**config.mk**
```make
export PLATFORM = sky130hd
export DESIGN_NAME = mips_prog_sequencer
export DESIGN_NICKNAME = d
export VERILOG_FILES = /design/src/rtl/mips_prog_sequencer.sv
export SDC_FILE = /design/constraint.sdc
export NUM_CORES = 1
export LEC_CHECK = 0
export CORE_MARGIN = 2
export CORE_UTILIZATION = 55
export CTS_CLUSTER_DIAMETER = 30
export DETAILED_ROUTE_END_ITERATION = 8
export GPL_TIMING_DRIVEN = 0
export PLACE_DENSITY = 0.83
export RECOVER_POWER = 25
export SLEW_MARGIN = 25
export SYNTH_ARGS = -nofsm -noshare
export SYNTH_HDL_FRONTEND = slang
export SYNTH_SLANG_ARGS = --single-unit
```
**constraint.sdc**
```tcl
create_clock -name clk -period 10.5 [get_ports clk]
set_clock_uncertainty 0.2 [all_clocks]
set_input_delay 2.1 -clock clk [delete_from_list [all_inputs] [get_ports clk]]
set_output_delay 2.1 -clock clk [all_outputs]
set_load 0.005 [all_outputs]
```
**src/rtl/mips_prog_sequencer.sv**
```systemverilog
// mips_prog_sequencer
//   Program-image sequencer for the Harvard MIPS CPU. Holds a DEPTH-word
//   program, serves instruction fetches combinationally, controls CPU reset
//   and clock enable, runs until the CPU drops active (or times out) and then
//   grades register_v0 against expected_v0.
//
// Ports
//   clk, reset_n            clock, async active-low reset
//   prog_we/addr/data       program write port (IDLE only)
//   expected_v0             v0 value required at halt
//   start                   one-cycle run request (IDLE or DONE)
//   dut_reset               CPU reset, active high
//   dut_clk_enable          CPU clock enable
//   instr_address           CPU fetch address
//   instr_readdata          fetched word, NOP when outside the image
//   dut_active, register_v0 CPU status
//   busy, done, pass        run status
//   fail_code               0 pass, 1 v0 mismatch, 2 timeout, 3 bad fetch
//   cycle_count             RUN cycles, saturating
//
// Optional build macro: STALL_INJECT_EN -- pseudo-random clock-enable stalls
// in RUN driven by a 16-bit LFSR.
//
// state     | meaning
// ----------+--------------------------------------------------
// IDLE      | CPU in reset, program port open, wait for start
// RESET_DUT | CPU reset with clock enabled for RESET_CYCLES
// RUN       | CPU executing, count cycles, watch fetches
// CHECK     | CPU frozen one cycle, grade v0
// DONE      | result held, CPU state left observable
module mips_prog_sequencer #(
  parameter int unsigned DEPTH          = 16,
  parameter logic [31:0] BASE_ADDR      = 32'hBFC00000,
  parameter int unsigned RESET_CYCLES   = 2,
  parameter int unsigned TIMEOUT_CYCLES = 10000
) (
  input  logic                     clk,
  input  logic                     reset_n,
  input  logic                     prog_we,
  input  logic [$clog2(DEPTH)-1:0] prog_addr,
  input  logic [31:0]              prog_data,
  input  logic [31:0]              expected_v0,
  input  logic                     start,
  output logic                     dut_reset,
  output logic                     dut_clk_enable,
  input  logic [31:0]              instr_address,
  output logic [31:0]              instr_readdata,
  input  logic                     dut_active,
  input  logic [31:0]              register_v0,
  output logic                     busy,
  output logic                     done,
  output logic                     pass,
  output logic [1:0]               fail_code,
  output logic [31:0]              cycle_count
);

  localparam int AW = $clog2(DEPTH);
  localparam int RW = (RESET_CYCLES > 1) ? $clog2(RESET_CYCLES) : 1;
  localparam logic [RW-1:0] RST_LOAD     = RW'(RESET_CYCLES - 1);
  localparam logic [31:0]   TIMEOUT_LAST = 32'(TIMEOUT_CYCLES - 1);

  typedef enum logic [2:0] {
    S_IDLE, S_RESET_DUT, S_RUN, S_CHECK, S_DONE
  } state_t;

  state_t        state_q, state_d;
  logic [RW-1:0] rst_cnt_q, rst_cnt_d;
  logic [31:0]   cycle_cnt_q, cycle_cnt_d;
  logic [1:0]    fail_code_q, fail_code_d;
  logic          bad_fetch_q, bad_fetch_d;
  logic          run_enable;

  logic [31:0] mem [DEPTH];

  // Fetch decode: subtracting the base lets addresses below it wrap to a large
  // offset, so a single upper-bits-zero test covers both ends of the window.
  logic [31:0]   fetch_off;
  logic          fetch_ok;
  logic [AW-1:0] fetch_idx;

  assign fetch_off      = instr_address - BASE_ADDR;
  assign fetch_ok       = (instr_address[1:0] == 2'b00) && ((fetch_off >> (AW + 2)) == 32'd0);
  assign fetch_idx      = fetch_off[AW+1:2];
  assign instr_readdata = fetch_ok ? mem[fetch_idx] : 32'h0;

  // Program RAM survives reset on purpose so a run can be repeated after an abort.
  always_ff @(posedge clk) begin
    if (prog_we && (state_q == S_IDLE)) begin
      mem[prog_addr] <= prog_data;
    end
  end

`ifdef STALL_INJECT_EN
  logic [15:0] lfsr_q;

  // x^16 + x^14 + x^13 + x^11 + 1, free-running so stalls are not tied to run start.
  always_ff @(posedge clk or negedge reset_n) begin
    if (!reset_n) begin
      lfsr_q <= 16'hACE1;
    end else begin
      lfsr_q <= {lfsr_q[0] ^ lfsr_q[2] ^ lfsr_q[3] ^ lfsr_q[5], lfsr_q[15:1]};
    end
  end

  assign run_enable = (lfsr_q[1:0] != 2'b00);
`else
  assign run_enable = 1'b1;
`endif

  always_ff @(posedge clk or negedge reset_n) begin
    if (!reset_n) begin
      state_q     <= S_IDLE;
      rst_cnt_q   <= '0;
      cycle_cnt_q <= '0;
      fail_code_q <= 2'd0;
      bad_fetch_q <= 1'b0;
    end else begin
      state_q     <= state_d;
      rst_cnt_q   <= rst_cnt_d;
      cycle_cnt_q <= cycle_cnt_d;
      fail_code_q <= fail_code_d;
      bad_fetch_q <= bad_fetch_d;
    end
  end

  always_comb begin
    state_d        = state_q;
    rst_cnt_d      = rst_cnt_q;
    cycle_cnt_d    = cycle_cnt_q;
    fail_code_d    = fail_code_q;
    bad_fetch_d    = bad_fetch_q;
    dut_reset      = 1'b1;
    dut_clk_enable = 1'b0;
    busy           = 1'b0;
    done           = 1'b0;
    pass           = 1'b0;

    case (state_q)
      S_IDLE: begin
        if (start) begin
          state_d     = S_RESET_DUT;
          rst_cnt_d   = RST_LOAD;
          cycle_cnt_d = '0;
          fail_code_d = 2'd0;
          bad_fetch_d = 1'b0;
        end
      end

      S_RESET_DUT: begin
        dut_clk_enable = 1'b1;
        busy           = 1'b1;
        if (rst_cnt_q == '0) begin
          state_d = S_RUN;
        end else begin
          rst_cnt_d = rst_cnt_q - RW'(1);
        end
      end

      S_RUN: begin
        dut_reset      = 1'b0;
        dut_clk_enable = run_enable;
        busy           = 1'b1;
        // The halt fetch of address 0 happens with active low, so it never flags.
        if (dut_active && !fetch_ok) begin
          bad_fetch_d = 1'b1;
        end
        if (!dut_active) begin
          state_d = S_CHECK;
          if (cycle_cnt_q != '1) cycle_cnt_d = cycle_cnt_q + 32'd1;
        end else if (cycle_cnt_q == TIMEOUT_LAST) begin
          // The terminal cycle is not counted: a timeout reports TIMEOUT_CYCLES-1.
          state_d     = S_DONE;
          fail_code_d = 2'd2;
        end else if (cycle_cnt_q != '1) begin
          cycle_cnt_d = cycle_cnt_q + 32'd1;
        end
      end

      S_CHECK: begin
        dut_reset = 1'b0;
        busy      = 1'b1;
        state_d   = S_DONE;
        if (bad_fetch_q) begin
          fail_code_d = 2'd3;
        end else if (register_v0 != expected_v0) begin
          fail_code_d = 2'd1;
        end else begin
          fail_code_d = 2'd0;
        end
      end

      S_DONE: begin
        dut_reset = 1'b0;
        done      = 1'b1;
        pass      = (fail_code_q == 2'd0);
        if (start) begin
          state_d     = S_RESET_DUT;
          rst_cnt_d   = RST_LOAD;
          cycle_cnt_d = '0;
          fail_code_d = 2'd0;
          bad_fetch_d = 1'b0;
        end
      end

      default: state_d = S_IDLE;
    endcase
  end

  assign fail_code   = fail_code_q;
  assign cycle_count = cycle_cnt_q;

endmodule

```
Yosys cells after proc, flatten, opt, wreduce, memory -nomap -nowiden --
Memories as Yosys holds them, arrays and structs flattened. Index checks and enable logic that the tools add are counted.
Cells by class: equality and inequality tests 14, muxes and demuxes 30, reduce and logical (&&, ||, !) cells 20, add/sub/neg operators 3
Operators by type and width (number):
- 2-to-1 mux 32 bit | 5
- case mux 32 bit (2 select lines) | 1
- adder 32 x 1 -> 32 bit (second input constant) | 1
- == test 32 x 14 -> 1 bit (second input constant) | 1
- zero test 32 bit | 1
- inequality test 32 bit | 1
- inequality test 32 bit (second input constant) | 1
- subtractor 32 bit (second input constant) | 1
- 2-to-1 mux 1 bit | 12
- 2-to-1 mux 3 bit | 4
- case mux 3 bit (4 select lines) | 1
- AND reduction 3 bit | 3
- 2-to-1 mux 2 bit | 4
- inequality test 2 bit (second input constant) | 4
- == test 3 x 2 -> 1 bit (second input constant) | 2
- inequality test 3 bit (second input constant) | 2
- case mux 2 bit (3 select lines) | 1
- OR reduction 3 bit | 2
- zero test 2 bit | 2
- case mux 1 bit (2 select lines) | 2
- AND reduction 4 bit | 1
- nonzero test 2 bit | 2
- OR reduction 2 bit | 2
- == test 3 x 1 -> 1 bit (second input constant) | 1
- 8 further kinds | 10
Word-level totals: memories 1, memory bits (writable) 512, output and inout port bits 71, logic and storage cells 73, bits in registers 39, bits of input ports 137
Memories:
- mem | words 16, width 32, rd ports 1, clocked after memory_dff 0, wr ports 1, line 73 | logic [31:0] mem [DEPTH];

Logic depth before layout (Yosys ltp) --
Gate-level depths: netlist of run 1.
depth in word-level cells 7, gate-level depth with buffers 8, gate-level depth less buffers 6

Worst setup path after synthesis of run 1 --
Ideal clock, no wire load.
kind input to output, from in instr_address[2], to out instr_readdata[0], path buffers 2, arrival time 3746 ps, slack 4454 ps, stages on the path 5, required time 8200 ps, cells stage by stage clkbuf_1 -> buf_2 -> mux4_2 -> mux4_2 -> nor2b_1
Between the ends: longest elaborated chain between the ends 4, elaborated cells between the ends (all ways) 5, those cells by class add/sub (1); mux (1); reduce/logical (2); memory (1)
RTL lines:
- start, declared | line 46 | input logic [31:0] instr_address,
- subtractor 32 bit * | line 81 | assign fetch_off = instr_address - BASE_ADDR;
- branches (longest 2 deep; another with memory (16 x 32 bit))
- 2-to-1 mux 32 bit * | line 84 | assign instr_readdata = fetch_ok ? mem[fetch_idx] : 32'h0;
- end, declared | line 47 | output logic [31:0] instr_readdata,
Every way passes the cells marked *.

Worst setup path after layout of run 1 --
from in instr_address[18], to out instr_readdata[19]
Between the ends: longest elaborated chain between the ends 4
RTL lines:
- subtractor 32 bit | line 81
- zero test 32 bit | line 82 | assign fetch_ok = (instr_address[1:0] == 2'b00) && ((fetch_off >> (AW + 2)) == 32'd0);
- logical AND 1 bit | line 82
- 2-to-1 mux 32 bit | line 84
No other way between the ends.

==> results of run 1 <==
[layout by cell type (no fill, tap or decap), types with 17 or more instances in the layout]
cell type / synthesis / final
a21oi_1: 21 / 21
buf_4: 2 / 21
clkbuf_1: 23 / 33
clkbuf_16: 0 / 91
clkdlybuf4s50_1: 0 / 183
dfrtp_1: 39 / 39
dlygate4sd3_1: 0 / 19
edfxtp_1: 512 / 512
mux4_2: 159 / 159
nand2_1: 24 / 24
nand3_1: 19 / 19
nor2_1: 30 / 18
nor2b_1: 35 / 35
nor4_1: 17 / 17
o31ai_1: 17 / 17
xor2_1: 28 / 28
[power breakdown]
group / switching (mW) / internal, mW
registers: 0.0333 / 2.46
clock network: 1.15 / 1.92
logic: 0.299 / 0.241
[cell families after synthesis]
logic type / share of synthesized area
simple gates: 0.0571
compound gates: 0.0214
mux: 0.163
fa+ha+maj: 0.000560
xor+xnor: 0.0129
flops: 0.732
buf+inv: 0.0127
[worst reg2reg max path, cell delays in order (launching register included)]
cell      delay [ns]
dfrtp_1         0.42
clkbuf_1        0.24
nor4b_1         0.77
nand3_1         0.50
nor3_2          0.78
buf_4           0.32
buf_4           0.19
buf_4           0.19
[registers in the layout (all words and copies together) (netlist names)]
name / count
mem: 512
cycle_count: 32
state_q: 3
fail_code: 2
bad_fetch_q: 1
rst_cnt_q: 1
[metal layers]
metal | vias up | share of wire
li1 | 5290 | -
met3 | 193 | 0.12
met5 | - | 0.00020
met2 | 1181 | 0.51
met4 | 2 | 0.043
met1 | 6918 | 0.33
[per-stage QoR]
step	utilization	power (mW)	setup slack (ns)	instances	hold WS, ns
6_report	0.725	6.11	2.84	2021	0.346
5_1_grt	0.725	6.23	2.75	2021	0.410
4_1_cts	0.725	6.11	2.84	2018	0.347
3_5_place_dp	0.647	3.06	2.94	1853	0.340
3_3_place_gp	0.627	3.01	1.64	1813	0.318
2_1_floorplan	-	2.81	4.45	1085	0.279
[path summary, 6_finish.rpt]
kind / to / slack [ns] / cells after the start
worst max-delay path: instr_readdata[19] / 2.84 / 7
worst min-delay path: fail_code[0]$_DFFE_PN0P_ / 0.35 / 2
worst max register to register: mem[12][11]$_DFFE_PP_ / 6.60 / 7
worst min register to register: fail_code[0]$_DFFE_PN0P_ / 0.35 / 2
max in group asynchronous: cycle_count[9]$_DFFE_PN0P_ / 6.93 / 2
min in group asynchronous: rst_cnt_q$_DFFE_PN0P_ / 1.43 / 1
[cell type report]
cell class	instances	area, um^2
diodes	3	7.51
clock buffers	99	2310
well taps	525	657
flip-flops and latches	551	16400
inverters	4	15.0
repair buffers	243	2680
fillers	2164	11000
clock inverters	66	830
multi-input cells	476	5820
plain buffers	54	270
==> metrics, run 1 <==
Routed Antenna Nets 0; Die X-Extent 206 um; gr usage total 0.324; Setup crit start instr_address[18]; R2R Path Start state_q[1]$_DFFE_PN0P_; ratio of cells with drive above 1 in the final layout 0.281; worst path cell trace clkdlybuf4s50_1 > or4b_2 > nor3_1 > nand4_1 > clkbuf_1 > nor2b_1 > clkdlybuf4s50_1; Worst-Margin Slew 1.33 ns; Buffers on Ports 203; Hold Startpoint fail_code[0]$_DFFE_PN0P_; Initial DRC Count 1830; Top Usage Layer GRT met2; Final Critical Period 7.66 ns; CP Class primary input to output port; Primary FF master, synth edfxtp_1; GR Layer Usage met3 0.0722; Achievable Freq 0.130 GHz; critical path capture point type output port; Slew Limit Fails 0; leak pwr 9.58 nW; post-synthesis cell type with the largest combined area edfxtp_1; post-synthesis register bit count 551; RePlAce Congestion 0.920; Hold Fails Final Rpt 0; Post-synth top cells edfxtp_1 (512), mux4_2 (159), dfrtp_1 (39); final number of setup-violating endpoints 0; status completed; drt pass-1 iters 5; post-DR vias/cell 6.72; met2 GRT Util 0.552; core area 39900 um^2; top-count cell post-synth edfxtp_1; DIE HEIGHT 206 um; I/O pin total 208; CTS max path bufs 3; vias in the first global route 14128; CTS H-Tree Depth 3; Worst path most repeated cell clkdlybuf4s50_1; pwr/cell area 211 nW/um^2; Via Count 13584; Synth Instances 1085; Hold WC Path Type flop to flop; share of the synthesized area in the top cell type 0.688; YS warnings 0; global-route wire length before repair 95600 um; starting density of the core 0.560; # hold bufs at CTS 0; later-pin clock latency in the skew report 0.61 ns; site row count 73; WL final 66500 um; clock slew at reported path FFs 0.05 ns; residual DRC count 0; root buf cell clkbuf_16; grt ovf 0; Rel. slew slack 0.112; Yosys cell types 60; Post-CTS Setup Bufs 0; routed length per instance 32.9 um; largest net degree at the start of global routing 22; Post-synth EDFFs 512; Sink Count 551; Area contributors post-synth edfxtp_1 (69%), mux4_2 (16%), dfrtp_1 (4.4%); cts bufs inserted 90; antenna violations before repair 4; DIE AREA 42300 um^2; Netlist Area Pre-Place 22300 um^2; TNS Setup 0 ns; Synth Net Count 1223; CP max FO 10; Tcrit/Tclk final 0.730; worst vdd ir 225 uV; Slowest cell on crit path or4b_2; nets@finish 1558; crit-path max cell delay 0.66 ns; register area share after synthesis 0.732; crit-path leading delay family simple AND/OR/NAND/NOR gates; Avg Synthesized Cell Area 20.6 um^2; DP Area 25800 um^2; TritonCTS clock tree done; Worst Path Buf+Inv 3; hpwl dp 37400 um; crit start category primary input; Max-Cap Viols 0; Area growth, synth to finish 29.5%; CP Data Required Time 8.20 ns; Async S/R FF share, synth 0.0708; post-CTS sizing 0; grt met1 use 0.394; post-route cell area 28900 um^2; CP arrival 5.36 ns; RSZ-0062 raised after global routing no
(Power assumes the default switching activity.)
==> run 2: changes to the inputs <==
--- a/config.mk
+++ b/config.mk
@@ -6,11 +6,11 @@
 export NUM_CORES = 1
 export LEC_CHECK = 0
 export CORE_MARGIN = 2
-export CORE_UTILIZATION = 55
+export CORE_UTILIZATION = 52
 export CTS_CLUSTER_DIAMETER = 30
 export DETAILED_ROUTE_END_ITERATION = 8
 export GPL_TIMING_DRIVEN = 0
-export PLACE_DENSITY = 0.83
+export PLACE_DENSITY = 0.82
 export RECOVER_POWER = 25
 export SLEW_MARGIN = 25
 export SYNTH_ARGS = -nofsm -noshare
==> constraint.sdc (replaced) <==
create_clock -name clk -period 6.9 [get_ports clk]
set_clock_uncertainty 0.2 [all_clocks]
set_input_delay 1.38 -clock clk [delete_from_list [all_inputs] [get_ports clk]]
set_output_delay 1.38 -clock clk [all_outputs]
set_load 0.005 [all_outputs]
==> metrics, run 2 (synthesized netlist as in run 1, its figures left out) <==
status completed; gr usage total 0.299 (-0.0251); CP Class primary input to output port; TNS Setup 0 ns (unchanged); Sink Count 551 (unchanged); antenna violations before repair 4 (unchanged); Final Core Density 0.692 (-0.0327); hpwl dp 36800 um (-1.6%); residual DRC count 0 (unchanged); CP max FO 10 (unchanged); commonest non-fill, non-tap cells in the layout edfxtp_1 (512), clkdlybuf4s50_1 (180), mux4_2 (159); Final Critical Period 6.29 ns; Slew Limit Fails 0 (unchanged); drt pass-1 iters 6 (+1); core area 42100 um^2 (+5.6%); commonest non-fill, non-tap cell in the layout edfxtp_1; Hold Crit Depth 2 (unchanged); later-pin clock latency in the skew report 0.63 ns (+0.02 ns); TritonCTS clock tree done; Achievable Freq 0.159 GHz; Die X-Extent 211 um (+2.8%); site row count 75 (+2.7%); post-route cell area 29200 um^2 (+0.80%); R2R Path Start state_q[1]$_DFFE_PN0P_; largest net degree at the start of global routing 24 (+9.1%); overall power 9.48 mW (+55%); Reg power frac 0.400 (-0.009); CP Data Required Time 5.32 ns (-2.88 ns); Area growth, synth to finish 30.6%; cts bufs inserted 96 (+6.7%); # hold bufs at CTS 0 (unchanged); post-DR vias/cell 6.49 (-3.4%); CTS max path bufs 3 (unchanged); post-CTS sizing 0 (unchanged); leak pwr 9.69 nW (+1.1%); Hold WC Path Type flop to flop; I/O pin total 208 (unchanged); RSZ-0062 raised after global routing no; grt ovf 0 (unchanged); Rel. slew slack 0.176 (+0.0641); terminus of the critical flop-to-flop path mem[0][10]$_DFFE_PP_; routed length per instance 31.8 um (-3.2%); CP arrival 4.71 ns (-0.65 ns); DIE HEIGHT 211 um (+2.8%); final number of setup-violating endpoints 0 (unchanged); r2r setup slk 3.26 ns (-3.34 ns); root buf cell clkbuf_16; P_sw 2.25 mW (+52%); Largest register FFs 512 (unchanged); Comb pwr share 0.085 (-0.003); Max-Cap Viols 0 (unchanged); global-route wire length before repair 94000 um (-1.7%); WL final 65300 um (-1.8%); Routed Antenna Nets 0 (unchanged); clock slew at reported path FFs 0.04 ns (about the same); FF-to-FF path depth 8 (+1); crit start category primary input; vias in the first global route 13845 (-2.0%); Fill cells 2436 (+13%); Via Count 13317 (-2.0%); Biggest register mem; DP Area 25800 um^2 (+0.11%); sw frac 0.238 (-0.00485); worst vdd ir 317 uV (+41%); clock share of power 0.514 (+0.011); pwr/cell area 325 nW/um^2 (+54%); Hold Fails Final Rpt 0 (unchanged); RePlAce Congestion 0.873 (-5.1%); Post-CTS Setup Bufs 0 (unchanged); ratio of cells with drive above 1 in the final layout 0.281 (-0.000623); CTS H-Tree Depth 3 (unchanged); Initial DRC Count 1826 (-0.22%); critical path capture point type output port; starting density of the core 0.530 (-0.0295); DIE AREA 44600 um^2 (+5.7%); nets@finish 1564 (+0.39%); internal power 7.23 mW (+56%); Buffers on Ports 203 (unchanged); Hold Crit Endpoint fail_code[0]$_DFFE_PN0P_; Tcrit/Tclk final 0.911; Worst-Margin Slew 1.24 ns (-0.0961 ns); Hold Startpoint fail_code[0]$_DFFE_PN0P_
==> run 2: worst max-delay path by stage <==
stage          depth (start not counted)                    to         startpoint
2_1_floorplan                          4   mem[0][0]$_DFFE_PP_            prog_we
3_3_place_gp                           5  mem[4][10]$_DFFE_PP_            prog_we
3_5_place_dp                           7    instr_readdata[14]  instr_address[18]
4_1_cts                                7    instr_readdata[30]   instr_address[7]
5_1_grt                                7    instr_readdata[22]   instr_address[7]
6_report                               7    instr_readdata[30]  instr_address[18]
==> run 2: layer usage <==
layer  up-vias  wire length (um)  global-route usage
met3       204              6500              0.0669
met2      1054             34400               0.527
met4         0              2800               0.141
met5         -                 0                   0
met1      6751             21600               0.348
li1       5308                 -                   -
==> run 2: worst max-delay path, cell delays in order <==
cell	delay (ns)
clkdlybuf4s50_1	0.39
or4b_2	0.66
nor3_1	0.15
nand4_1	0.58
clkbuf_1	0.52
a211oi_1	0.37
clkdlybuf4s50_1	0.64
==> run 2: layout make-up <==
class / count / area (um^2) / share of cell area
sequential: 551 / 16400 / 0.560
multi-input combinational: 476 / 5820 / 0.199
timing repair buffer: 243 / 2700 / 0.0924
clock buffer: 110 / 2530 / 0.0867
clock inverter: 69 / 806 / 0.0276
tap: 539 / 674 / 0.0231
buffer: 54 / 272 / 0.00931
inverter: 4 / 15.0 / 0.000515
antenna: 5 / 12.5 / 0.000429
==> run 2: through the flow <==
step                      hold slack, ns  setup slack, ns  instances
after floorplan                    0.279             2.00       1085
after global placement             0.336            -1.37       1827
after detailed placement           0.336            0.646       1867
after CTS                          0.345            0.611       2046
after global routing               0.364            0.492       2048
final                              0.342            0.615       2051
==> run 2: power groups by stage <==
stage | clock network, mW | logic, mW | registers [mW]
finish | 4.88 | 0.809 | 3.80
global route | 5.05 | 0.857 | 3.80
CTS | 4.91 | 0.810 | 3.80
detailed placement | 0 | 0.788 | 3.86
global placement | 0 | 0.726 | 3.86
floorplan | 0 | 0.423 | 3.85
